==> src/rtl/pc_next_unit.sv <==
// Fetch-stage next-PC generator: prioritised redirects, a pending-redirect buffer
// for redirects raised under stall, and a direct-mapped BTB for taken prediction.
module pc_next_unit #(
  parameter int              XLEN         = 32,
  parameter int              NUM_REDIR    = 2,
  parameter int              BTB_ENTRIES  = 16,
  parameter bit              BTB_EN       = 1'b1,
  parameter logic [XLEN-1:0] RESET_VECTOR = '0
) (
  input  logic                      clk,
  input  logic                      rst,
  input  logic                      stall,
  input  logic [NUM_REDIR-1:0]      redir_valid,
  input  logic [NUM_REDIR*XLEN-1:0] redir_target,
  input  logic                      upd_valid,
  input  logic [XLEN-1:0]           upd_pc,
  input  logic [XLEN-1:0]           upd_target,
  input  logic                      upd_taken,
  output logic [XLEN-1:0]           pc,
  output logic [XLEN-1:0]           next_pc,
  output logic                      pred_taken,
  output logic                      redir_pending
);

  localparam int              IDX        = $clog2(BTB_ENTRIES);
  localparam int              TAG_W      = XLEN - IDX - 2;
  localparam logic [XLEN-1:0] ALIGN_MASK = {{(XLEN-2){1'b1}}, 2'b00};

  typedef enum logic {RUN, HOLD} state_t;

  state_t          state, state_nxt;
  logic            redir_any;
  logic [XLEN-1:0] redir_tgt;
  logic [XLEN-1:0] pend_tgt, pend_nxt;
  logic [XLEN-1:0] pc_nxt;
  logic            pred_nxt;
  logic            from_btb;
  logic            btb_hit;
  logic [XLEN-1:0] btb_target;

  // NOTE: combinational processes use blocking '=' so later statements see the
  // updated value; scanning from the top index down lets the lowest index win.
  always_comb begin
    redir_any = 1'b0;
    redir_tgt = '0;
    for (int i = NUM_REDIR - 1; i >= 0; i--) begin
      if (redir_valid[i]) begin
        redir_any = 1'b1;
        redir_tgt = redir_target[i*XLEN +: XLEN];
      end
    end
    redir_tgt = redir_tgt & ALIGN_MASK;
  end

  if (BTB_EN) begin : g_btb
    logic [BTB_ENTRIES-1:0] btb_valid;
    logic [TAG_W-1:0]       btb_tag [BTB_ENTRIES];
    logic [XLEN-1:0]        btb_tgt [BTB_ENTRIES];
    logic [IDX-1:0]         rd_idx, wr_idx;
    logic                   upd_unused;

    assign rd_idx     = pc[IDX+1:2];
    assign wr_idx     = upd_pc[IDX+1:2];
    assign upd_unused = ^upd_pc[1:0];
    // Lookup reads the pre-update entry: no write-to-read bypass.
    assign btb_hit    = btb_valid[rd_idx] && (btb_tag[rd_idx] == pc[XLEN-1:IDX+2]);
    assign btb_target = btb_tgt[rd_idx];

    always_ff @(posedge clk) begin
      if (rst) begin
        btb_valid <= '0;
      end else if (upd_valid) begin
        if (upd_taken)
          btb_valid[wr_idx] <= 1'b1;
        else if (btb_tag[wr_idx] == upd_pc[XLEN-1:IDX+2])
          btb_valid[wr_idx] <= 1'b0;
      end
    end

    // NOTE: tag/target storage is not reset; the valid bits alone qualify it,
    // which keeps the arrays mappable onto plain RAM.
    always_ff @(posedge clk) begin
      if (upd_valid && upd_taken) begin
        btb_tag[wr_idx] <= upd_pc[XLEN-1:IDX+2];
        btb_tgt[wr_idx] <= upd_target & ALIGN_MASK;
      end
    end
  end else begin : g_no_btb
    logic upd_unused;
    assign upd_unused = ^{upd_valid, upd_pc, upd_target, upd_taken};
    assign btb_hit    = 1'b0;
    assign btb_target = '0;
  end

  // NOTE: every output of this block gets a default first so no path infers a latch.
  always_comb begin
    from_btb  = 1'b0;
    state_nxt = state;
    pend_nxt  = pend_tgt;
    pc_nxt    = pc;
    pred_nxt  = pred_taken;

    if (redir_any)
      next_pc = redir_tgt;
    else if (state == HOLD)
      next_pc = pend_tgt;
    else if (btb_hit) begin
      next_pc  = btb_target;
      from_btb = 1'b1;
    end else
      next_pc = pc + XLEN'(4);

    case (state)
      RUN: begin
        if (!stall) begin
          pc_nxt   = next_pc;
          pred_nxt = from_btb;
        end else if (redir_any) begin
          pend_nxt  = redir_tgt;
          state_nxt = HOLD;
        end
      end
      HOLD: begin
        if (stall) begin
          if (redir_any) pend_nxt = redir_tgt;
        end else begin
          pc_nxt    = next_pc;
          pred_nxt  = 1'b0;
          state_nxt = RUN;
        end
      end
      default: state_nxt = RUN;
    endcase
  end

  always_ff @(posedge clk) begin
    if (rst) begin
      state      <= RUN;
      pc         <= RESET_VECTOR;
      pred_taken <= 1'b0;
      pend_tgt   <= '0;
    end else begin
      state      <= state_nxt;
      pc         <= pc_nxt;
      pred_taken <= pred_nxt;
      pend_tgt   <= pend_nxt;
    end
  end

  assign redir_pending = (state == HOLD);

endmodule
==> config.mk <==
export PLATFORM = sky130hd
export DESIGN_NAME = pc_next_unit
export DESIGN_NICKNAME = d
export VERILOG_FILES = /design/src/rtl/pc_next_unit.sv
export SDC_FILE = /design/constraint.sdc
export NUM_CORES = 1
export LEC_CHECK = 0
export BUFFER_PORTS_ARGS = -buffer_cell sky130_fd_sc_hd__buf_2
export CAP_MARGIN = 15
export CORE_UTILIZATION = 25
export DETAILED_ROUTE_END_ITERATION = 6
export MAX_ROUTING_LAYER = met4
export PLACE_DENSITY = 0.47
export SLEW_MARGIN = 15
export SYNTH_ARGS = -nofsm -noshare
export SYNTH_HDL_FRONTEND = slang
export SYNTH_SLANG_ARGS = --single-unit
export TNS_END_PERCENT = 30
==> constraint.sdc <==
create_clock -name clk -period 9.26 [get_ports clk]
set_input_delay 1.389 -clock clk [delete_from_list [all_inputs] [get_ports clk]]
set_output_delay 1.389 -clock clk [all_outputs]
set_load 0.005 [all_outputs]
# --- Yosys cells after proc, flatten, opt, wreduce, memory -nomap -nowiden ---
# Memory sizes are Yosys's and may differ from the RTL's. A register that Yosys moved wholly into a read port is not among the register bits.
# Index checks and enable logic that the tools add are counted.
classes:
  add_sub_neg: 1
  magnitude_cmp: 3
  n_eq_ne: 4
  mux: 31
  n_bitwise: 4
  reduce_logical: 7
op_table:
  columns: ["op", "n"]
  rows:
  - ["two-way mux 32 bit", 8]
  - ["== test 26 bit", 2]
  - ["adder 32 x 3 -> 32 bit, second input constant", 1]
  - ["two-way mux 16 bit", 2]
  - ["AND 16 bit", 1]
  - ["two-way mux 4 bit", 4]
  - ["inverter 16 bit", 1]
  - ["bitwise OR 16 bit", 1]
  - ["two-way mux 1 bit", 13]
  - ["less-than comparator 4 x 5 -> 1 bit, second input constant", 2]
  - ["AND reduction 2 bit", 3]
  - ["binary-select mux 1 bit (select 4 bit)", 1]
  - ["demux 1 bit (select 4 bit)", 1]
  - ["greater-or-equal comparator 4 x 1 -> 1 bit, second input constant", 1]
  - ["!= test 2 bit, second input constant", 2]
  - ["case mux 1 bit (2 select lines)", 2]
  - ["logical AND 1 bit", 3]
  - ["nonzero test 2 bit", 1]
  - ["inverter 1 bit", 1]
word_totals:
  register_bits: 82
  ram_bits: 896
  input_bits: 135
  n_memories: 2
mem_list:
  columns: ["memory", "words", "word_bits", "read_ports", "rd_ports_with_merged_regs", "write_ports", "line_no", "text"]
  rows:
  - ["g_btb.btb_tgt", 16, 30, 1, 1, 1, "58", "logic [XLEN-1:0] btb_tgt [BTB_ENTRIES];"]
  - ["g_btb.btb_tag", 16, 26, 2, 1, 1, "57", "logic [TAG_W-1:0] btb_tag [BTB_ENTRIES];"]

# --- Logic depth before layout (Yosys ltp) ---
logic_depth:
  word_depth: 9
  ltp_mapped: 17
  mapped_depth_nobuf: 9

# --- Least setup slack after synthesis ---
# No wires, ideal clock.
synth_path:
  path_type: "in2reg"
  startpoint: "input upd_pc[2]"
  endpoint: "memory g_btb.btb_tag[1][0] (netlist name) (enable)"
  setup_time_ns: 0.543
  arrival_ns: 6.957
  slack_ns: 1.760
  path_stages: 6
  n_path_buf: 4
  path_cell_list: "clkbuf_1 > buf_1 > buf_1 > clkbuf_1 > nand4b_1 > nor3_1"
synth_lines:
  columns: ["item", "line_no", "text"]
  rows:
  - ["start: declaration", "16", "input logic [XLEN-1:0] upd_pc,"]
  - ["end: declaration", "57", null]
# Straight into the memory's write port.

==> flow_summary.ini <==
[critical_path]
start_kind = flop
cpMaxStageDelayCell = dfxtp_4
crit_chain = buf_4 -> mux4_2 -> mux2i_1 -> mux2i_1 -> xor2_1 -> or4_1 -> or4_1 -> nor3_2 -> buf_4 -> mux2_2 -> nand2b_1 -> buf_2
crit_arrival_ns = 6.32
worstSetupPathType = reg2out
cp_top_family = simple AND/OR/NAND/NOR gates
cp.required_ns = 7.87
cpPeakStageDelay_ns = 0.96
crit_fanout = 45
crit_buf_inv = 3
end_kind = primary output

[yosys]
synth_area_leaders = edfxtp_1 63%, mux4_2 19%, dfxtp_1 3.9%
syn_inst = 2370
netlist.area_leader.share = 0.625
yosysMostFrequentCell = edfxtp_1
synth_top_family_by_area = multiplexers
synthFlopType = edfxtp_1
synth-compound-area-share = 0.0406
synth_top_area_cell = edfxtp_1
syn_area_um2 = 43000
async_flop_share = 0
yosys_warnings = 0
synth_edf_count = 896
synthMuxAreaShare = 0.216
yosys.area_share.simple = 0.0446
synthAdderAreaFrac = 0.000291
synth_nets = 2506
synth-seq-cells = 980
synthTopCellsByCount = 896 x edfxtp_1, 368 x mux4_2, 112 x nand2_1, 106 x o21ai_0, 95 x clkbuf_1
ys_seq_area_frac = 0.664
synth_xor_area_frac = 0.0156
syn_avg_cell_area_um2 = 18.2
netlist-cell-type-count = 68

[floorplan]
dieArea_um2 = 174000
dieWidth_um = 417
start_util = 0.253
row_count = 151
core-area_um2 = 170000
ioPinCount = 201
die_h_um = 417

[sta]
fin_crit_sh = 0.833
setup_viol = 0
slew_headroom = 0.241
hold_viol = 0
slew_viol_final = 0
max_freq_mhz = 130
finalCriticalPeriod_ns = 7.71
worstMarginPinSlew_ns = 1.13
rsz0062_at_grt = no
finalClockSkew_ns = 0.0767
tns_ns = 0

[route]
routed_wl_um = 139000
antenna_left = 0
drt-initial-drc-count = 2266
vias = 24031
wl_per_cell_um = 28.0
drc = 0
first_pass_iters = 6
routed_via_density = 4.84

[global_routing]
busiest_layer = met2
grt_max_degree = 90
grt_use_met2 = 0.272
grtUsageMet3 = 0.0205
overflow = 0
met1_usage = 0.208
grt_pass1_wl_um = 194000
antenna_found_initial = 25
grt_pass1_vias = 24476
grt_usage = 0.163

[cells_and_area]
drive_gt1_frac = 0.311
final_area_um2 = 50500
num-nets-final = 2706
syn_to_final_growth_pct = 17.3

[placement]
portBuffers = 192
dpl_cell_area_um2 = 46800
dpl.hpwl_um = 86600
place_congestion = 0.837

[power]
pwr_density_cell_nw_per_um2 = 204
p_leak_nw = 15.6
peakVddDrop_mv = 0.167

[clock_tree]
htree_num_levels = 3
cts_buffers = 107
clkLatencyLatePin_ns = 0.76
postCtsSetupBuffers = 0
root_buffer = clkbuf_16
clock_path_buffers = 3
clkSlewWorstSetupHoldPaths_ns = 0.07
clock-sinks = 980
cts_hold_buf = 0
tritoncts = yes
cts-resized-gates = 0

[hold_path]
holdCritPathClass = reg2reg

[flow_run]
max-cap-violations = 0

[run_status]
status = completed
-- worst paths after layout --
check,from,endpoint,slack (ns),cells past startpoint
worst max-delay path,flop,next_pc[5],1.55,12
worst max register to register,flop,flop,3.53,11
worst min register to register,flop,flop,0.50,2
worst min-delay path,flop,flop,0.50,2
-- area by class of cell --
class                           count  area (µm²)
Timing Repair Buffer              256        1520
Clock inverter                     69         881
Inverter                           23        86.3
Clock buffer                      126        2750
Sequential cell                   980       28600
Antenna cell                        9        22.5
Multi-Input combinational cell   1202       13800
Tap cell                         2295        2870
Fill cell                       16718      120000
-- kinds of logic after synthesis --
logic type,after synthesis
compound gates,282
xor+xnor,76
fa+ha+maj,1
buf+inv,188
flops,980
mux,457
simple gates,386
-- layout by cell type (no fill, tap or decap), types with 7 or more instances in the layout --
cell type and instances:
nor2_4 13, inv_1 21, buf_2 190, nor2b_1 11, xnor2_1 56, nand4_1 14, or3_1 13, edfxtp_1 896
o21a_1 16, clkinv_1 21, clkinv_2 18, dfxtp_1 80, clkbuf_16 107, nand2b_1 36, nor3_1 24, a22oi_1 17
clkbuf_1 19, a21oi_1 66, mux2i_1 72, nor4_1 19, nand3_1 28, o21ai_0 106, or2_2 10, mux4_2 368
diode_2 9, o22ai_1 11, a22o_1 9, a221oi_1 11, xor2_1 19, nor2_1 64, mux2_2 11, buf_4 60
bufinv_16 16, a41oi_1 7, nand2_1 112
-- worst register-to-register path, stage by stage, from the launching register on --
cell and delay [ns]:
dfxtp_4 0.96, buf_4 0.61, mux4_2 0.61, mux2i_1 0.15, mux2i_1 0.25, xor2_1 0.24, or4_1 0.43, or4_1 0.75
nor3_2 0.62, buf_4 0.35, mux2_2 0.38, a221oi_1 0.28
-- power by group --
part | total, W | internal, W | leakage (nW) | switching [W]
sequential | 0.00497 | 0.00490 | 8.77 | 0.0000778
clock | 0.00443 | 0.00258 | 1.76 | 0.00184
combinational | 0.000915 | 0.000381 | 5.02 | 0.000534
-- registers in the layout, indices dropped and copies added, names as in the netlist, named ones only --
name / count
g_btb.btb_tgt: 480
g_btb.btb_tag: 416
pc: 32
pend_tgt: 30
pred_taken: 1
redir_pending: 1
-- per-layer routing --
metal,vias to the layer above,wire [µm]
met5,-,0
met4,0,3680
met3,199,5980
met2,721,69800
met1,12914,59300
li1,10197,-
-- metrics by stage --
stage | hold WS, ns | instances | util | worst slack, ns | power, W
2_1_floorplan | 0.458 | 2370 | - | 1.76 | 0.00559
3_3_place_gp | 0.480 | 4756 | 0.275 | 2.14 | 0.00600
3_5_place_dp | 0.490 | 4756 | 0.275 | 2.16 | 0.00600
4_1_cts | 0.498 | 4951 | 0.296 | 1.37 | 0.0104
5_1_grt | 0.513 | 4958 | 0.297 | 1.16 | 0.0106
6_report | 0.500 | 4960 | 0.297 | 1.55 | 0.0103
Power figures use the tool's default switching activity.
